`src/rtl/c64_bus_arbiter_if.sv`:
```
// ---------------------------------------------------------------------------
// c64_bus_arbiter_if
//   Groups the bus-sharing signals between the C64 bus arbiter and the
//   agents around it: the mos6510 RDY/AEC pins, the VIC-II and expansion DMA
//   request/grant pairs, the bus-cycle strobe and the stolen-cycle counter.
//
//   Modports
//     master : the arbiter. It samples cycle_en, vic_req, dma_req and cnt_clr,
//              and drives cpu_rdy, cpu_aec, vic_grant, dma_grant, state_dbg
//              and steal_cnt.
//     slave  : the requesters, the CPU and the timing source (same signals,
//              opposite directions).
//
//   Parameter CNT_W : width of steal_cnt.
// ---------------------------------------------------------------------------
interface c64_bus_arbiter_if #(
    parameter int CNT_W = 16
);
    logic             cycle_en;
    logic             vic_req;
    logic             dma_req;
    logic             cnt_clr;
    logic             cpu_rdy;
    logic             cpu_aec;
    logic             vic_grant;
    logic             dma_grant;
    logic [2:0]       state_dbg;
    logic [CNT_W-1:0] steal_cnt;

    modport master (
        input  cycle_en, vic_req, dma_req, cnt_clr,
        output cpu_rdy, cpu_aec, vic_grant, dma_grant, state_dbg, steal_cnt
    );

    modport slave (
        output cycle_en, vic_req, dma_req, cnt_clr,
        input  cpu_rdy, cpu_aec, vic_grant, dma_grant, state_dbg, steal_cnt
    );
endinterface

```
`src/rtl/c64_bus_arbiter.sv`:
```
// ---------------------------------------------------------------------------
// c64_bus_arbiter
//   Shares the C64 system bus between the mos6510, the VIC-II and an optional
//   expansion-port DMA master. RDY is pulled low first; AEC (and the grant)
//   follows BA_DELAY bus cycles later, because RDY cannot stall CPU write
//   cycles and the CPU may still be in a run of up to BA_DELAY writes.
//
//   Ports
//     clk    : system clock, all state on posedge
//     reset  : synchronous, active-high; wins over cycle_en
//     bus    : c64_bus_arbiter_if.master
//                cycle_en   one-clk strobe per phi2 cycle; FSM advances only here
//                vic_req    VIC needs the bus (inverted BA)
//                dma_req    expansion DMA request (level)
//                cnt_clr    clears steal_cnt (beats the increment)
//                cpu_rdy    to 6510 RDY, 0 = halt on next read
//                cpu_aec    to 6510 AEC, 0 = CPU bus drivers off
//                vic_grant  VIC owns the bus
//                dma_grant  DMA master owns the bus
//                state_dbg  current FSM state code
//                steal_cnt  bus cycles with cpu_rdy=0, wraps
//
//   Parameters
//     BA_DELAY : bus cycles from RDY low to AEC low (>=1)
//     CNT_W    : width of steal_cnt
//
//   Build option
//     EXP_DMA_EN : when defined, the DMA requester and the DWAIT/DOWN states
//                  exist. When undefined, dma_req is ignored, dma_grant is
//                  tied 0 and a VIC release always returns to IDLE.
// ---------------------------------------------------------------------------
module c64_bus_arbiter #(
    parameter int BA_DELAY = 3,
    parameter int CNT_W    = 16
) (
    input  logic                    clk,
    input  logic                    reset,
    c64_bus_arbiter_if.master       bus
);

    localparam int DCNT_W = (BA_DELAY > 1) ? $clog2(BA_DELAY) : 1;
    localparam logic [DCNT_W-1:0] DLY_RELOAD = DCNT_W'(BA_DELAY - 1);

    typedef enum logic [2:0] {
        ST_IDLE  = 3'd0,
        ST_VWAIT = 3'd1,
        ST_VOWN  = 3'd2,
        ST_DWAIT = 3'd3,
        ST_DOWN  = 3'd4
    } state_t;

    state_t             state_q, state_nxt;
    logic [DCNT_W-1:0]  dly_q, dly_nxt;
    logic               rdy_q, aec_q, vgnt_q, dgnt_q;
    logic               rdy_nxt, aec_nxt, vgnt_nxt, dgnt_nxt;
    logic [CNT_W-1:0]   steal_q;

    // State, delay counter, registered outputs and stolen-cycle counter.
    // The output registers load the decode of the next state, so every
    // output is a flop that moves only on a cycle_en edge.
    always_ff @(posedge clk) begin
        if (reset) begin
            state_q <= ST_IDLE;
            dly_q   <= '0;
            rdy_q   <= 1'b1;
            aec_q   <= 1'b1;
            vgnt_q  <= 1'b0;
            dgnt_q  <= 1'b0;
            steal_q <= '0;
        end else if (bus.cycle_en) begin
            state_q <= state_nxt;
            dly_q   <= dly_nxt;
            rdy_q   <= rdy_nxt;
            aec_q   <= aec_nxt;
            vgnt_q  <= vgnt_nxt;
            dgnt_q  <= dgnt_nxt;
            // Counts on the RDY value the CPU saw during this bus cycle.
            if (bus.cnt_clr)
                steal_q <= '0;
            else if (!rdy_q)
                steal_q <= steal_q + 1'b1;
        end
    end

    // Next-state logic
    always_comb begin
        state_nxt = state_q;
        dly_nxt   = dly_q;
        case (state_q)
            ST_IDLE: begin
                if (bus.vic_req) begin
                    state_nxt = ST_VWAIT;
                    dly_nxt   = DLY_RELOAD;
                end
`ifdef EXP_DMA_EN
                else if (bus.dma_req) begin
                    state_nxt = ST_DWAIT;
                    dly_nxt   = DLY_RELOAD;
                end
`endif
            end
            ST_VWAIT: begin
                if (!bus.vic_req)
                    state_nxt = ST_IDLE;
                else if (dly_q == '0)
                    state_nxt = ST_VOWN;
                else
                    dly_nxt = dly_q - 1'b1;
            end
            ST_VOWN: begin
                if (!bus.vic_req) begin
`ifdef EXP_DMA_EN
                    if (bus.dma_req) begin
                        state_nxt = ST_DWAIT;
                        dly_nxt   = DLY_RELOAD;
                    end else begin
                        state_nxt = ST_IDLE;
                    end
`else
                    state_nxt = ST_IDLE;
`endif
                end
            end
`ifdef EXP_DMA_EN
            ST_DWAIT: begin
                // VIC preempts a pending DMA steal and restarts the BA delay.
                if (bus.vic_req) begin
                    state_nxt = ST_VWAIT;
                    dly_nxt   = DLY_RELOAD;
                end else if (!bus.dma_req) begin
                    state_nxt = ST_IDLE;
                end else if (dly_q == '0) begin
                    state_nxt = ST_DOWN;
                end else begin
                    dly_nxt = dly_q - 1'b1;
                end
            end
            ST_DOWN: begin
                // DMA gives the bus straight back; AEC returns high in VWAIT.
                if (bus.vic_req) begin
                    state_nxt = ST_VWAIT;
                    dly_nxt   = DLY_RELOAD;
                end else if (!bus.dma_req) begin
                    state_nxt = ST_IDLE;
                end
            end
`endif
            default: state_nxt = ST_IDLE;
        endcase
    end

    // Output decode of the next state
    always_comb begin
        rdy_nxt  = 1'b0;
        aec_nxt  = 1'b1;
        vgnt_nxt = 1'b0;
        dgnt_nxt = 1'b0;
        case (state_nxt)
            ST_IDLE:  rdy_nxt = 1'b1;
            ST_VOWN: begin
                aec_nxt  = 1'b0;
                vgnt_nxt = 1'b1;
            end
`ifdef EXP_DMA_EN
            ST_DOWN: begin
                aec_nxt  = 1'b0;
                dgnt_nxt = 1'b1;
            end
`endif
            default: ;
        endcase
    end

    assign bus.cpu_rdy   = rdy_q;
    assign bus.cpu_aec   = aec_q;
    assign bus.vic_grant = vgnt_q;
    assign bus.dma_grant = dgnt_q;
    assign bus.state_dbg = state_q;
    assign bus.steal_cnt = steal_q;

endmodule

```
`src/flat_wrapper.sv`:
```
// flat-port wrapper written by rule: the top's interface ports become plain ports
module c64_bus_arbiter_flat 
#(
    parameter int BA_DELAY = 3,
    parameter int CNT_W    = 16
)
  (clk, reset, bus_cycle_en, bus_vic_req, bus_dma_req, bus_cnt_clr, bus_cpu_rdy, bus_cpu_aec, bus_vic_grant, bus_dma_grant, bus_state_dbg, bus_steal_cnt);
  c64_bus_arbiter_if #(.CNT_W(CNT_W)) bus_i ();
  input  logic clk;
  input  logic reset;
  input wire logic [$bits(bus_i.cycle_en)-1:0] bus_cycle_en;
  input wire logic [$bits(bus_i.vic_req)-1:0] bus_vic_req;
  input wire logic [$bits(bus_i.dma_req)-1:0] bus_dma_req;
  input wire logic [$bits(bus_i.cnt_clr)-1:0] bus_cnt_clr;
  output wire logic [$bits(bus_i.cpu_rdy)-1:0] bus_cpu_rdy;
  output wire logic [$bits(bus_i.cpu_aec)-1:0] bus_cpu_aec;
  output wire logic [$bits(bus_i.vic_grant)-1:0] bus_vic_grant;
  output wire logic [$bits(bus_i.dma_grant)-1:0] bus_dma_grant;
  output wire logic [$bits(bus_i.state_dbg)-1:0] bus_state_dbg;
  output wire logic [$bits(bus_i.steal_cnt)-1:0] bus_steal_cnt;
  assign bus_i.cycle_en = bus_cycle_en;
  assign bus_i.vic_req = bus_vic_req;
  assign bus_i.dma_req = bus_dma_req;
  assign bus_i.cnt_clr = bus_cnt_clr;
  assign bus_cpu_rdy = bus_i.cpu_rdy;
  assign bus_cpu_aec = bus_i.cpu_aec;
  assign bus_vic_grant = bus_i.vic_grant;
  assign bus_dma_grant = bus_i.dma_grant;
  assign bus_state_dbg = bus_i.state_dbg;
  assign bus_steal_cnt = bus_i.steal_cnt;
  c64_bus_arbiter #(.BA_DELAY(BA_DELAY), .CNT_W(CNT_W)) u_core (.clk(clk), .reset(reset), .bus(bus_i));
endmodule
```
`config.mk`:
```
export PLATFORM = sky130hd
export DESIGN_NAME = c64_bus_arbiter_flat
export DESIGN_NICKNAME = d
export VERILOG_FILES = /design/src/rtl/c64_bus_arbiter_if.sv /design/src/rtl/c64_bus_arbiter.sv /design/src/flat_wrapper.sv
export SDC_FILE = /design/constraint.sdc
export NUM_CORES = 1
export LEC_CHECK = 0
export CAP_MARGIN = 20
export CORE_UTILIZATION = 50
export CTS_BUF_LIST = sky130_fd_sc_hd__clkbuf_2 sky130_fd_sc_hd__clkbuf_4 sky130_fd_sc_hd__clkbuf_8
export CTS_CLUSTER_SIZE = 40
export DETAILED_ROUTE_END_ITERATION = 12
export HOLD_SLACK_MARGIN = 0.06
export PLACE_DENSITY = 0.82
export SYNTH_ARGS = -nofsm -noshare
export SYNTH_HDL_FRONTEND = slang
export SYNTH_SLANG_ARGS = --single-unit
export TNS_END_PERCENT = 5
```
`constraint.sdc`:
```
create_clock -name clk -period 2 [get_ports clk]
set_input_delay 0.4 -clock clk [delete_from_list [all_inputs] [get_ports clk]]
set_output_delay 0.4 -clock clk [all_outputs]
set_load 0.02 [all_outputs]
```
==> impl_metrics.py, run 1 <==
metrics = {
    "sta": {
        "fin_crit_sh_pct": 92.1,
        "fmax_ghz": 0.543,
        "hold_viol": 0,
        "whs_ps": 483,
        "setup-tns-final_ps": 0,
        "setup_viol": 0,
        "fin_crit_ps": 1840,
        "final_max_slew_viol_count": 0,
        "skew_ps": 4.66,
        "rsz0062_at_grt": "false",
    },
    "global_route": {
        "grt_start_max_net_pins": 15,
        "overflow": 0,
        "grt_pass1_vias": 1032,
        "antenna_found_initial": 0,
        "grt_usage_pct": 23.0,
        "grt_pass1_wl_um": 4360,
    },
    "setup_path": {
        "worstPathMaxFanout": 8,
        "critical_path_arrival_ps": 1440,
        "cp_num_buf_inv": 1,
        "startpoint_type": "register",
        "required_ps": 1600,
        "critPathTopFamily": "buffers and inverters",
        "timing.critical_path.cells": "clkdlybuf4s50_1",
        "critPathCaptureType": "output port",
        "rrSetupSlack_ps": 210,
        "worst-setup-path-type": "reg2out",
        "slowest_delay_ps": 660,
        "cpMaxStageDelayCell": "clkdlybuf4s50_1",
    },
    "logic_synthesis": {
        "yosysUniqueCellTypes": 42,
        "ys_ff_latch": 24,
        "syn-num-nets": 140,
        "yosysSeqAreaShare_pct": 42.6,
        "syn_inst": 132,
        "synthFlopType": "dfxtp_1",
        "netlist.area_leader.share_pct": 42.6,
        "synth.avg_cell_area_um2": 8.55,
        "post-synth-top-area-cell": "dfxtp_1",
        "synth_enable_flop_cells": 0,
        "synth-async-reset-ratio_pct": 0,
        "netlist_area_um2": 1130,
        "synthTopCellsByArea": "dfxtp_1 (43%), a21oi_1 (5.8%), nor2_1 (4.0%)",
        "yosysWarnings": 0,
    },
    "finish": {
        "most-common-layout-cells": "clkdlybuf4s50_1 (26), dfxtp_1 (24), a21oi_1 (13)",
        "fin_util_pct": 74.1,
        "drive_gt1_share_pct": 12.0,
        "num_antenna_cells": 0,
        "fill_cells": 178,
        "syn_to_final_growth_pct": 34.0,
        "nets": 176,
        "final_common_cell": "clkdlybuf4s50_1",
    },
    "detailed_routing": {
        "avgRoutedWirePerCell_um": 13.2,
        "wirelength_um": 2560,
        "route.detailed.drc": 0,
        "drt_pass1_iterations": 4,
        "antenna_left": 0,
        "vias": 1087,
        "drt-initial-drc-count": 15,
        "vias_per_cell": 5.60,
    },
    "place": {
        "portBuffers": 26,
        "place_hpwl_um": 1920,
        "routabilityCongestion": 0.820,
    },
    "floorplan": {
        "die-area_um2": 2450,
        "die_w_um": 49.5,
        "fp.coreArea_um2": 2040,
        "die_height_um": 49.5,
        "io_pins": 29,
        "start_util_pct": 55.3,
        "rows": 16,
    },
    "clocking": {
        "insertion_delay_ps": 320,
        "htree_levels": 1,
        "path_clk_slew_ps": 130,
        "clockBufferDepth": 2,
        "cts_tree": "built",
        "cts_buffers": 3,
        "cts_sinks": 24,
        "cts_root_buf": "clkbuf_4",
    },
    "pwr": {
        "leakagePower_nw": 0.528,
        "vdd_drop_max_mv": 0.506,
        "power_density_nw_per_um2": 553,
    },
    "hold_path": {
        "hp-class": "reg2reg",
    },
    "run_status": {
        "status": "completed",
    },
    "job": {
        "drv_cap": 0,
    },
}
==> state kept, by name (all words and copies together) (netlist names) <==
| signal | cells |
|---|---|
| u_core.dly_q | 2 |
| u_core.bus.steal_cnt | 16 |
| u_core.bus.cpu_rdy | 1 |
| u_core.bus.state_dbg | 3 |
| u_core.bus.vic_grant | 1 |
| u_core.bus.cpu_aec | 1 |
==> synthesized netlist by cell type (2+ instances only) <==
cell and instances:
nand2b_1 3, nor4_1 2, nand4b_1 3, buf_2 2, nor2_1 12, nand3_1 5
and3_1 2, clkbuf_1 2, or4_1 3, o21ai_0 8, a31o_2 2, nand2_1 10
a21oi_1 13, nor2b_1 2, or3_1 5, xnor2_1 4, inv_1 3, ha_1 2
a21o_1 2, dfxtp_1 24, nand3b_1 2
==> where the power goes <==
group | leakage (nW) | total, mW | internal (mW) | switching (mW)
Combinational | 0.313 | 0.0814 | 0.0387 | 0.0427
Sequential | 0.194 | 0.490 | 0.484 | 0.00535
Clock | 0.0210 | 0.265 | 0.111 | 0.153
Total | 0.528 | 0.836 | 0.635 | 0.202
==> metal layers <==
layer	vias to the layer above	GRT usage (%)	routed length, um
met5	-	0	0
met4	0	7.14	38
met3	5	4.63	103
met2	26	41.1	1240
met1	512	27.5	1180
li1	544	-	-
==> cell type report <==
class                   instances  area, um2  area share (%)
repair buffers                 36        335            22.2
clock buffers                   4       36.3            2.40
inverters                       3       11.3           0.744
flip-flops and latches         24        480            31.8
well taps                      27       33.8            2.23
multi-input cells             100        616            40.7
==> final timing paths <==
kind,from,end,depth (start not counted)
max reg2reg,u_core.bus.steal_cnt[0],u_core.bus.steal_cnt[14],4
min,u_core.dly_q[1],u_core.dly_q[1],2
max,u_core.bus.state_dbg[0],bus_state_dbg[0],1
min reg2reg,u_core.dly_q[1],u_core.dly_q[1],2
==> what timing repair did <==
item / CTS / global route
resized for setup: 0 / 1
hold endpoints to repair: 0 / 0
setup endpoints to repair: 0 / 1
buffers inserted: 0 / 0
hold buffers: 0 / 0
==> per-stage QoR <==
stage / power (mW) / area [um2] / cells / setup WS [ps]
global placement: 0.578 / 1470 / 190 / -225
global route: 0.861 / 1510 / 194 / 101
detailed placement: 0.581 / 1470 / 190 / -249
finish: 0.836 / 1510 / 194 / 157
floorplan: 0.542 / 1130 / 132 / 149
CTS: 0.834 / 1510 / 194 / 61.6
==> logic make-up (layout without fill, tap and decap cells) <==
| logic type | Yosys count | after routing | synth area share, % |
|---|---|---|---|
| and+or+nand+nor | 62 | 62 | 32.0 |
| AOI/OAI and AO/OA | 29 | 29 | 14.9 |
| buffers and inverters | 8 | 43 | 3.22 |
| other | 1 | 1 | 0.332 |
| muxes | 1 | 1 | 0.887 |
| xor gates and xnor gates | 5 | 5 | 3.88 |
| DFF | 24 | 24 | 42.6 |
| adders and majority gates | 2 | 2 | 2.22 |
(Power assumes the default switching activity.)
==> run 2, diff against run 1 <==
CORE_UTILIZATION = 53   (was 50)
PLACE_DENSITY = unset   (was 0.82)
PLACE_DENSITY_LB_ADDON = 0.05   (was unset)
clock period = 2.2 ns   (was 2 ns; I/O delays follow)
==> run 2 against run 1 <==
  * Core utilization rose by 0.60 points
  * Count of clock-buffer cells in the layout down 1
  * Total power down 16%
  * Largest cell class unchanged
  * Clock skew grew 5.2 ps
  * Worst hold slack lost 3.4 ps
  * Final cell count down 1.5%
  * Setup slack better by 61 ps
  * First-iteration DRC count is 6.7% lower
  * Sequential share of layout area grew 0.70 points
  * Final area fell by 2.2%
  * Die area decreased by 5.4%
  * Non-clock buffer count decreased by 2
==> impl_metrics.py, run 2 (synthesis results as in run 1) <==
metrics = {
    "setup_path": {
        "required_ps": 2460,
        "cpMaxStageDelayCell": "or4b_1",
        "cp_num_buf_inv": 1,
        "startpoint_type": "primary input",
        "timing.critical_path.cells": "clkdlybuf4s50_1 > nor2b_2 > or4b_1 > or4_1 > nand2_1",
        "critPathCaptureType": "register",
        "worstPathMaxFanout": 8,
        "critical_path_arrival_ps": 2240,
        "slowest_delay_ps": 650,
        "critPathTopFamily": "simple AND/OR/NAND/NOR gates",
        "worst-setup-path-type": "in2reg",
    },
    "floorplan": {
        "rows": 16,
        "die_height_um": 48.1,
        "die-area_um2": 2320,
        "fp.coreArea_um2": 1980,
        "io_pins": 29,
        "start_util_pct": 56.9,
        "die_w_um": 48.1,
    },
    "detailed_routing": {
        "drt-initial-drc-count": 14,
        "avgRoutedWirePerCell_um": 12.7,
        "wirelength_um": 2440,
        "drt_pass1_iterations": 4,
        "vias": 1057,
        "route.detailed.drc": 0,
        "vias_per_cell": 5.53,
        "antenna_left": 0,
    },
    "finish": {
        "fill_cells": 153,
        "final_common_cell": "clkdlybuf4s50_1",
        "syn_to_final_growth_pct": 31.2,
        "most-common-layout-cells": "clkdlybuf4s50_1 (26), dfxtp_1 (24), a21oi_1 (13)",
        "drive_gt1_share_pct": 9.76,
        "largest_reg_flops": 16,
        "nets": 174,
        "fin_util_pct": 74.7,
        "num_antenna_cells": 0,
        "final_cells": 191,
    },
    "global_route": {
        "antenna_found_initial": 0,
        "overflow": 0,
        "grt_pass1_wl_um": 3590,
        "grt_start_max_net_pins": 15,
        "grt_pass1_vias": 825,
        "grt_usage_pct": 22.6,
    },
    "clocking": {
        "postCtsResizedCells": 0,
        "path_clk_slew_ps": 130,
        "cts_root_buf": "clkbuf_4",
        "cts_tree": "built",
        "htree_levels": 1,
        "cts_buffers": 3,
        "clockBufferDepth": 2,
        "post-cts-setup-buffers": 0,
        "insertion_delay_ps": 310,
        "cts_hold_buf": 0,
        "cts_sinks": 24,
    },
    "sta": {
        "fmax_ghz": 0.505,
        "final_max_slew_viol_count": 0,
        "hold_viol": 0,
        "setup_viol": 0,
        "fin_crit_sh_pct": 90.1,
        "fin_ws_ps": 219,
        "rsz0062_at_grt": "false",
        "setup-tns-final_ps": 0,
        "fin_crit_ps": 1980,
        "skew_ps": 9.86,
    },
    "job": {
        "drv_cap": 0,
    },
    "pwr": {
        "leakagePower_nw": 0.510,
        "power_mw": 0.703,
        "power_density_nw_per_um2": 475,
        "vdd_drop_max_mv": 0.407,
    },
    "place": {
        "dp_slack_ps": -99.5,
        "routabilityCongestion": 0.743,
        "portBuffers": 26,
        "place_inst": 188,
        "place_hpwl_um": 1830,
    },
    "hold_path": {
        "hp-class": "reg2reg",
    },
    "run_status": {
        "status": "completed",
    },
}
[run 2: per-layer routing]
layer	GRT usage, %	routed length, um
met5	0	0
met4	8.33	25
met3	4.44	83
met2	40.0	1260
met1	26.8	1060
[run 2: area by class of cell]
| class | count | area (um2) | share of cell area (%) |
|---|---|---|---|
| multi-input cells | 100 | 612 | 41.3 |
| flip-flops and latches | 24 | 480 | 32.5 |
| repair buffers | 34 | 320 | 21.6 |
| well taps | 27 | 33.8 | 2.28 |
| clock buffers | 3 | 22.5 | 1.52 |
| inverters | 3 | 11.3 | 0.761 |
[run 2: where the power goes]
| group | leakage, nW | internal [mW] | switching (mW) |
|---|---|---|---|
| sequential | 0.194 | 0.440 | 0.00559 |
| clock | 0.0138 | 0.0639 | 0.124 |
| combinational | 0.302 | 0.0325 | 0.0364 |
[run 2: final timing paths]
check	depth (start not counted)	slack, ps	end	start
setup / recovery	5	220	u_core.bus.steal_cnt[14]	bus_cnt_clr
hold / removal	2	480	u_core.dly_q[1]	u_core.dly_q[1]
setup reg to reg	4	340	u_core.bus.steal_cnt[14]	u_core.bus.steal_cnt[0]
hold reg to reg	2	480	u_core.dly_q[1]	u_core.dly_q[1]
[run 2: worst min-delay path, delay by kind of cell (launching register included)]
| family | cells | cell delay, ps |
|---|---|---|
| DFF | 1 | 320 |
| buffers and inverters | 1 | 60 |
| AOI/OAI and AO/OA | 1 | 60 |
[run 2: metrics by stage]
| stage | hold slack (ps) | cell area (um2) |
|---|---|---|
| floorplan | 440 | 1130 |
| global placement | 454 | 1460 |
| detailed placement | 464 | 1460 |
| CTS | 483 | 1480 |
| global route | 514 | 1480 |
| finish | 479 | 1480 |
